[src/rtl/commit_unit.sv]
// commit_unit
// Retirement stage sitting behind the completion buffer head. Each cycle in
// RUN it retires at most one instruction: scalar write-back, vector-commit
// wait, flush on exception/mispredict, or halt. It is the only writer of
// the architectural scalar register file and maintains the retired-
// instruction counter.
//
// Ports:
//   CLK, nRST               clock, asynchronous active-low reset
//   scalar_commit_ena       head is a completed scalar instruction
//   vd_final, wdata_final   head destination register / result
//   exception, mal_priv     head raised an exception / it is mal-or-priv
//   branch_mispredict_ena   head is a mispredicted branch
//   halt_instr              head is a halt instruction
//   rv32v_commit_ena/_done  vector head ready / vector unit finished
//   commit_ready            combinational, high only in RUN
//   rf_wen/_waddr/_wdata    registered register-file write port
//   flush_req               registered flush request to the hazard unit
//   exc_valid, exc_mal      one-cycle exception pulse and its qualifier
//   halt                    sticky halted flag
//   instret                 retired-instruction counter (wraps)
module commit_unit #(
    parameter int FLUSH_CYCLES = 2,
    parameter int INSTRET_W    = 64
) (
    input  logic                 CLK,
    input  logic                 nRST,
    input  logic                 scalar_commit_ena,
    input  logic [4:0]           vd_final,
    input  logic [31:0]          wdata_final,
    input  logic                 exception,
    input  logic                 mal_priv,
    input  logic                 branch_mispredict_ena,
    input  logic                 halt_instr,
    input  logic                 rv32v_commit_ena,
    input  logic                 rv32v_commit_done,
    output logic                 commit_ready,
    output logic                 rf_wen,
    output logic [4:0]           rf_waddr,
    output logic [31:0]          rf_wdata,
    output logic                 flush_req,
    output logic                 exc_valid,
    output logic                 exc_mal,
    output logic                 halt,
    output logic [INSTRET_W-1:0] instret
);

    localparam logic [1:0] ST_RUN    = 2'd0;
    localparam logic [1:0] ST_VWAIT  = 2'd1;
    localparam logic [1:0] ST_FLUSH  = 2'd2;
    localparam logic [1:0] ST_HALTED = 2'd3;

    localparam int               CNT_W      = $clog2(FLUSH_CYCLES + 1);
    localparam logic [CNT_W-1:0] FLUSH_LOAD = CNT_W'(FLUSH_CYCLES);
    localparam logic [CNT_W-1:0] CNT_ONE    = CNT_W'(1);

    logic [1:0]           state_q, state_d;
    logic [CNT_W-1:0]     cnt_q, cnt_d;
    logic                 rf_wen_q, rf_wen_d;
    logic [4:0]           rf_waddr_q, rf_waddr_d;
    logic [31:0]          rf_wdata_q, rf_wdata_d;
    logic                 flush_q, flush_d;
    logic                 exc_valid_q, exc_valid_d;
    logic                 exc_mal_q, exc_mal_d;
    logic                 halt_q, halt_d;
    logic [INSTRET_W-1:0] instret_q, instret_d;
    logic                 retire;
    logic                 do_write;

    always_comb begin
        state_d     = state_q;
        cnt_d       = cnt_q;
        halt_d      = halt_q;
        exc_valid_d = 1'b0;
        exc_mal_d   = 1'b0;
        retire      = 1'b0;
        do_write    = 1'b0;

        case (state_q)
            ST_RUN: begin
                if (halt_instr) begin
                    retire  = 1'b1;
                    halt_d  = 1'b1;
                    state_d = ST_HALTED;
                end else if (exception) begin
                    // Faulting instruction does not retire and never writes.
                    exc_valid_d = 1'b1;
                    exc_mal_d   = mal_priv;
                    cnt_d       = FLUSH_LOAD;
                    state_d     = ST_FLUSH;
                end else if (branch_mispredict_ena) begin
                    // The branch itself is correct; only younger work is flushed.
                    retire   = 1'b1;
                    do_write = scalar_commit_ena && (vd_final != 5'd0);
                    cnt_d    = FLUSH_LOAD;
                    state_d  = ST_FLUSH;
                end else if (rv32v_commit_ena) begin
                    if (rv32v_commit_done) begin
                        retire = 1'b1;
                    end else begin
                        state_d = ST_VWAIT;
                    end
                end else if (scalar_commit_ena) begin
                    retire   = 1'b1;
                    do_write = (vd_final != 5'd0);
                end
            end
            ST_VWAIT: begin
                if (rv32v_commit_done) begin
                    retire  = 1'b1;
                    state_d = ST_RUN;
                end
            end
            ST_FLUSH: begin
                cnt_d = cnt_q - CNT_ONE;
                if (cnt_q == CNT_ONE) begin
                    state_d = ST_RUN;
                end
            end
            default: begin
                // HALTED absorbs everything until reset.
            end
        endcase

        rf_wen_d   = do_write;
        rf_waddr_d = do_write ? vd_final    : rf_waddr_q;
        rf_wdata_d = do_write ? wdata_final : rf_wdata_q;
        instret_d  = instret_q + {{(INSTRET_W-1){1'b0}}, retire};
        // Registered flush_req mirrors residency in FLUSH without a decode delay.
        flush_d    = (state_d == ST_FLUSH);
    end

    always_ff @(posedge CLK or negedge nRST) begin
        if (!nRST) begin
            state_q     <= ST_RUN;
            cnt_q       <= '0;
            rf_wen_q    <= 1'b0;
            rf_waddr_q  <= 5'd0;
            rf_wdata_q  <= 32'd0;
            flush_q     <= 1'b0;
            exc_valid_q <= 1'b0;
            exc_mal_q   <= 1'b0;
            halt_q      <= 1'b0;
            instret_q   <= '0;
        end else begin
            state_q     <= state_d;
            cnt_q       <= cnt_d;
            rf_wen_q    <= rf_wen_d;
            rf_waddr_q  <= rf_waddr_d;
            rf_wdata_q  <= rf_wdata_d;
            flush_q     <= flush_d;
            exc_valid_q <= exc_valid_d;
            exc_mal_q   <= exc_mal_d;
            halt_q      <= halt_d;
            instret_q   <= instret_d;
        end
    end

    assign commit_ready = (state_q == ST_RUN);
    assign rf_wen       = rf_wen_q;
    assign rf_waddr     = rf_waddr_q;
    assign rf_wdata     = rf_wdata_q;
    assign flush_req    = flush_q;
    assign exc_valid    = exc_valid_q;
    assign exc_mal      = exc_mal_q;
    assign halt         = halt_q;
    assign instret      = instret_q;

endmodule

[config.mk]
export PLATFORM = sky130hd
export DESIGN_NAME = commit_unit
export DESIGN_NICKNAME = d
export VERILOG_FILES = /design/src/rtl/commit_unit.sv
export SDC_FILE = /design/constraint.sdc
export NUM_CORES = 1
export LEC_CHECK = 0
export ABC_CLOCK_PERIOD_IN_PS = 4400
export BUFFER_PORTS_ARGS = -buffer_cell sky130_fd_sc_hd__buf_2
export CAP_MARGIN = 20
export CORE_UTILIZATION = 55
export DETAILED_ROUTE_END_ITERATION = 10
export GPL_TIMING_DRIVEN = 1
export HOLD_SLACK_MARGIN = 0.15
export PLACE_DENSITY_LB_ADDON = 0.3
export SLEW_MARGIN = 40
export SYNTH_ARGS = -nofsm -noshare
export SYNTH_HDL_FRONTEND = slang
export SYNTH_SLANG_ARGS = --single-unit
[constraint.sdc]
create_clock -name CLK -period 4.4 [get_ports CLK]
set_clock_uncertainty 0.1 [all_clocks]
set_input_delay 0.22 -clock CLK [delete_from_list [all_inputs] [get_ports CLK]]
set_output_delay 0.22 -clock CLK [all_outputs]
set_load 0.03 [all_outputs]
Yosys cells after proc, flatten, opt, wreduce, memory -nomap -nowiden:

Index checks and enable logic that the tools add are counted.

* bits in registers: 110
* input bits: 46
* output and inout bits: 107
* logic and storage cells: 55

* add/subtract/negate cells: 2
* equality and inequality tests: 6
* muxes and demuxes: 31
* reduce and logical (&&, ||, !) cells: 6

Operators with widths (count)
* $add A64 B1 Y64: 1
* $mux W2: 10
* $mux W1: 18
* $pmux W2 S3: 1
* $reduce_bool A5 Y1: 1
* $eq A2 B1 Y1 const B: 2
* $eq A2 B2 Y1 const B: 2
* $pmux W2 S2: 1
* $ne A3 B3 Y1 const B: 1
* $reduce_and A3 Y1: 1
* $logic_not A2 Y1: 1
* $ne A2 B2 Y1 const B: 1
* $pmux W1 S2: 1
* $reduce_and A2 Y1: 1
* $reduce_bool A2 Y1: 1
* $sub A2 B1 Y2 const B: 1
* $logic_and A1 B1 Y1: 1

Longest topological paths before layout:

* depth in word-level cells: 7
* gate-level depth with buffers: 13
* depth with buffers taken out: 12

Worst setup path after synthesis:

OpenSTA, ideal clock, no wires.

* path type: reg-to-reg
* start: register state_q[0]
* end: register instret_q[52], in the netlist instret[52]
* library setup time: 80 ps
* arrival time: 2406 ps
* data required time: 4220 ps
* path slack: 1813 ps
* cell stages (with the launch flop): 12
* buffers on the path: 2
* period minus slack after synthesis: 2587 ps
* cell sequence: dfrtp_1 -> clkbuf_1 -> nor3_1 -> a211oi_1 -> ha_1 -> ha_1 -> nand3_1 -> nor4_4 -> nand4_2 -> clkbuf_8 -> nor4_1 -> xor2_1

* longest elaborated chain between the ends: 3
* elaborated cells on any way between the ends: 4
* classes of those cells: add/sub (1); eq/ne (1); mux (1); reduce/logical (1)

RTL lines
* start: declaration: RTL line 57 `logic [1:0] state_q, state_d;`
* start signal: assignment: RTL line 146 `state_q <= state_d;`
* $eq A2 B1 Y1 / $logic_not A2 Y1 (equally long branches): RTL line 79 `case (state_q)`
* $pmux W1 S2 (*): RTL line 79
* $add A64 B1 Y64 (*): RTL line 128 `instret_d = instret_q + {{(INSTRET_W-1){1'b0}}, retire};`
* named net instret_d[52]: RTL line 66 `logic [INSTRET_W-1:0] instret_q, instret_d;`
* end signal: assignment: RTL line 155 `instret_q <= instret_d;`
* end: declaration: RTL line 66

The timed path passes the listed nets; every way through them passes the cells marked *.
A chain may end at the register's enable or synchronous reset.

Worst setup path after layout:

* start: input port branch_mispredict_ena
* end: register instret_q[52], in the netlist instret[52]

* longest elaborated chain between the ends: 5

RTL lines
* start: declaration: RTL line 33 `input logic branch_mispredict_ena,`
* $mux W1: RTL line 91 `end else if (branch_mispredict_ena) begin`
* $mux W1: RTL line 85 `end else if (exception) begin`
* $mux W1: RTL line 81 `if (halt_instr) begin`
* $pmux W1 S2: RTL line 79
* $add A64 B1 Y64: RTL line 128
* named net instret_d[52]: RTL line 66

The timed path passes the listed nets, and every way through them passes these cells.

==> out/metrics.yaml <==
layout:
  area_delta_synth_final_pct: 32.4
  ff_latch_area_um2: 2750
  layout-drive-gt1-share: 0.362
  num-fill-cells: 560
  multiInputGateArea_um2: 1930
  final_area_um2: 6300
  num_antenna_cells: 0
  fin_nets: 642
drt:
  drcViolationCount: 0
  drt_iter0_markers: 168
  vias_per_cell: 5.30
  totalWireLength_mm: 10.8
  vias: 3717
  avgRoutedWirePerCell_um: 15.3
  drtAntennaViolNets: 0
  dr.pass1.iters: 4
placement:
  hpwl_mm: 7.31
  postPlaceCellArea_um2: 5630
  place.gp.congestion: 0.781
  port_buffers: 152
sta:
  grt_setup_unrepaired: "no"
  clock.fmax_mhz: 318
  slew_headroom: 0.547
  fin_crit_sh: 0.714
  maxSlewViolCount: 0
  tightest_slew_ns: 0.675
  hold_viol_final: 0
  fin_crit_ns: 3.14
  finalSetupViolCount: 0
  tns_ns: 0
global_route:
  grt_max_degree: 76
  grt_pass1_wl_mm: 17.6
  globalRouteOverflowTotal: 0
  first_global_vias: 3851
  track_usage: 0.253
  antenna_found_initial: 0
floorplanning:
  die_w_um: 95.0
  rows: 33
  coreArea_um2: 8300
  io_pins: 153
  dieArea_um2: 9030
  die_y_um: 95.0
  initial_core_util: 0.573
flow_run:
  drv_cap: 0
pwr:
  p_per_area_nw_per_um2: 485
  swShare: 0.359
  power_frac_seq: 0.446
  vdd_drop_max_mv: 0.321
  power.net_switching_mw: 1.10
  pwr-share-comb: 0.327
  clkPwrFrac: 0.227
  power.internal_mw: 1.96
  p_leak_nw: 3.24
critical_path:
  worst_setup_path_end_kind: "flop"
  worstPathMaxFanout: 11
  cp.arrival_ns: 3.33
  startpoint_type: "input port"
  critPathKind: "input port to flop"
  reg2reg_depth: 9
  worstPathRequired_ns: 4.59
synth:
  synth_compound_area_frac: 0.0155
  netlist_area_um2: 4760
  synth_edf_count: 0
  ys_top_cells_by_area: "dfrtp_1, mux2_2, xnor2_1"
  synthSimpleGateAreaFrac: 0.182
  synth_fp_nets: 440
  ys_seq_area_frac: 0.578
  syn_avg_cell_area_um2: 12.2
  ys_seq_elements: 110
  yosysMostFrequentCell: "dfrtp_1"
  synth_fa_ha_area_frac: 0.00789
  synth_xor_xnor_area_share: 0.114
  synth_top_area_share: 0.578
  yosys.area.top_type: "dfrtp_1"
  yosysWarnings: 0
  syn_inst: 391
  synthDistinctLibCells: 36
  synth_top_family_by_area: "simple AND/OR/NAND/NOR gates"
  muxShareOfSynthArea: 0.0852
  synth_flop_cell: "dfrtp_1"
  synthArstFlopShare: 1.00
  ys_top_cells_by_count: "dfrtp_1, mux2_2, xnor2_1, xor2_1, nor2_1"
min_path:
  hold_class: "input port to flop"
  min_path_cells: 4
clock_network:
  path_clk_slew_ns: 0.09
  ctsHoldBuffers: 45
  cts_sinks: 110
  ctsResizeCount: 0
  cts_root_buffer: "clkbuf_8"
  clockBufferDepth: 2
  insertion_delay_ns: 0.36
  cts_tree: "yes"
  numCtsBuffers: 9
  cts_max_level: 3
  post_cts_buffers: 0
status:
  status: "finished clean"
[state kept, by name (all words and copies together) (netlist names)]
signal	count
cnt_q	2
exc_mal	1
exc_valid	1
flush_req	1
halt	1
instret	64
rf_waddr	5
rf_wdata	32
rf_wen	1
state_q	2
[power by group through the flow]
stage	registers (mW)	logic (mW)	clock network, mW
2_1_floorplan	1.77	0.255	0
3_3_place_gp	1.36	0.939	0
3_5_place_dp	1.38	0.960	0
4_1_cts	1.36	0.998	0.707
5_1_grt	1.40	1.07	0.744
6_report	1.36	0.999	0.693
[worst paths after layout]
check | start | end | slack, ns
setup / recovery | branch_mispredict_ena | instret[52]$_DFF_PN0_ | 1.26
hold / removal | rv32v_commit_done | state_q[0]$_DFF_PN0_ | 0.21
setup reg to reg | state_q[0]$_DFF_PN0_ | instret[52]$_DFF_PN0_ | 1.41
hold reg to reg | instret[49]$_DFF_PN0_ | instret[49]$_DFF_PN0_ | 0.39
max in group asynchronous | nRST | instret[0]$_DFF_PN0_ | 2.94
min in group asynchronous | nRST | rf_wdata[21]$_DFFE_PN0P_ | 0.32
[layer usage]
| layer | global-route usage | vias up | share of wire |
|---|---|---|---|
| met3 | 0.0566 | 13 | 0.050 |
| met1 | 0.311 | 1839 | 0.41 |
| met2 | 0.439 | 99 | 0.52 |
| met5 | 0 | - | 0 |
| li1 | - | 1766 | - |
| met4 | 0.0909 | 0 | 0.018 |
[placed cells by master (no fill, tap or decap), types with 3 or more instances in the layout]
| cell type | synthesis | layout |
|---|---|---|
| nand2_1 | 24 | 24 |
| xnor2_1 | 35 | 35 |
| xor2_1 | 27 | 27 |
| bufinv_16 | 0 | 3 |
| nor4_1 | 9 | 9 |
| buf_2 | 5 | 151 |
| nor4_2 | 3 | 3 |
| ha_1 | 3 | 3 |
| dlygate4sd3_1 | 0 | 45 |
| nor3_1 | 10 | 10 |
| nand4_2 | 4 | 4 |
| clkbuf_8 | 1 | 9 |
| inv_1 | 9 | 9 |
| nand4_1 | 22 | 22 |
| o21ai_0 | 6 | 6 |
| dfrtp_1 | 110 | 110 |
| and3_1 | 10 | 10 |
| nor2b_1 | 3 | 3 |
| nor2_1 | 25 | 25 |
| mux2_2 | 36 | 36 |
| and4_1 | 3 | 3 |
| nand2b_1 | 4 | 4 |
| and2_1 | 3 | 3 |
| nand3_1 | 22 | 22 |
[area by class of cell]
class / instances / share of cell area
Sequential cell: 110 / 0.437
Clock buffer: 10 / 0.0203
Multi-Input combinational cell: 264 / 0.306
Inverter: 9 / 0.00536
Clock inverter: 4 / 0.0155
Timing Repair Buffer: 199 / 0.196
Tap cell: 105 / 0.0208
[worst max-delay path, cell delays in order]
cell and delay [ns]:
dlygate4sd3_1 0.53, buf_2 0.14, a211oi_1 0.06, nor2_1 0.09, nor3_1 0.05, a211oi_1 0.23
ha_1 0.25, ha_1 0.20, nand3_1 0.21, nor4_4 0.39, nand4_2 0.37, nor4_1 0.38
xor2_1 0.18
[stage by stage]
step | worst slack, ns | hold slack (ns) | std cells | power [mW] | util
floorplan | 1.81 | -0.176 | 391 | 2.02 | -
global placement | 1.47 | 0.298 | 642 | 2.30 | 0.678
detailed placement | 1.31 | 0.168 | 642 | 2.34 | 0.678
CTS | 1.27 | 0.195 | 701 | 3.07 | 0.759
global route | 0.911 | 0.209 | 701 | 3.21 | 0.759
finish | 1.26 | 0.212 | 701 | 3.06 | 0.759
[logic make-up after synthesis]
group,Yosys count
adders and majority gates,3
AOI/OAI and AO/OA,12
and+or+nand+nor,151
DFF,110
xor gates and xnor gates,62
buffers and inverters,17
muxes,36
Note: power is estimated with default switching activity, not from simulation.
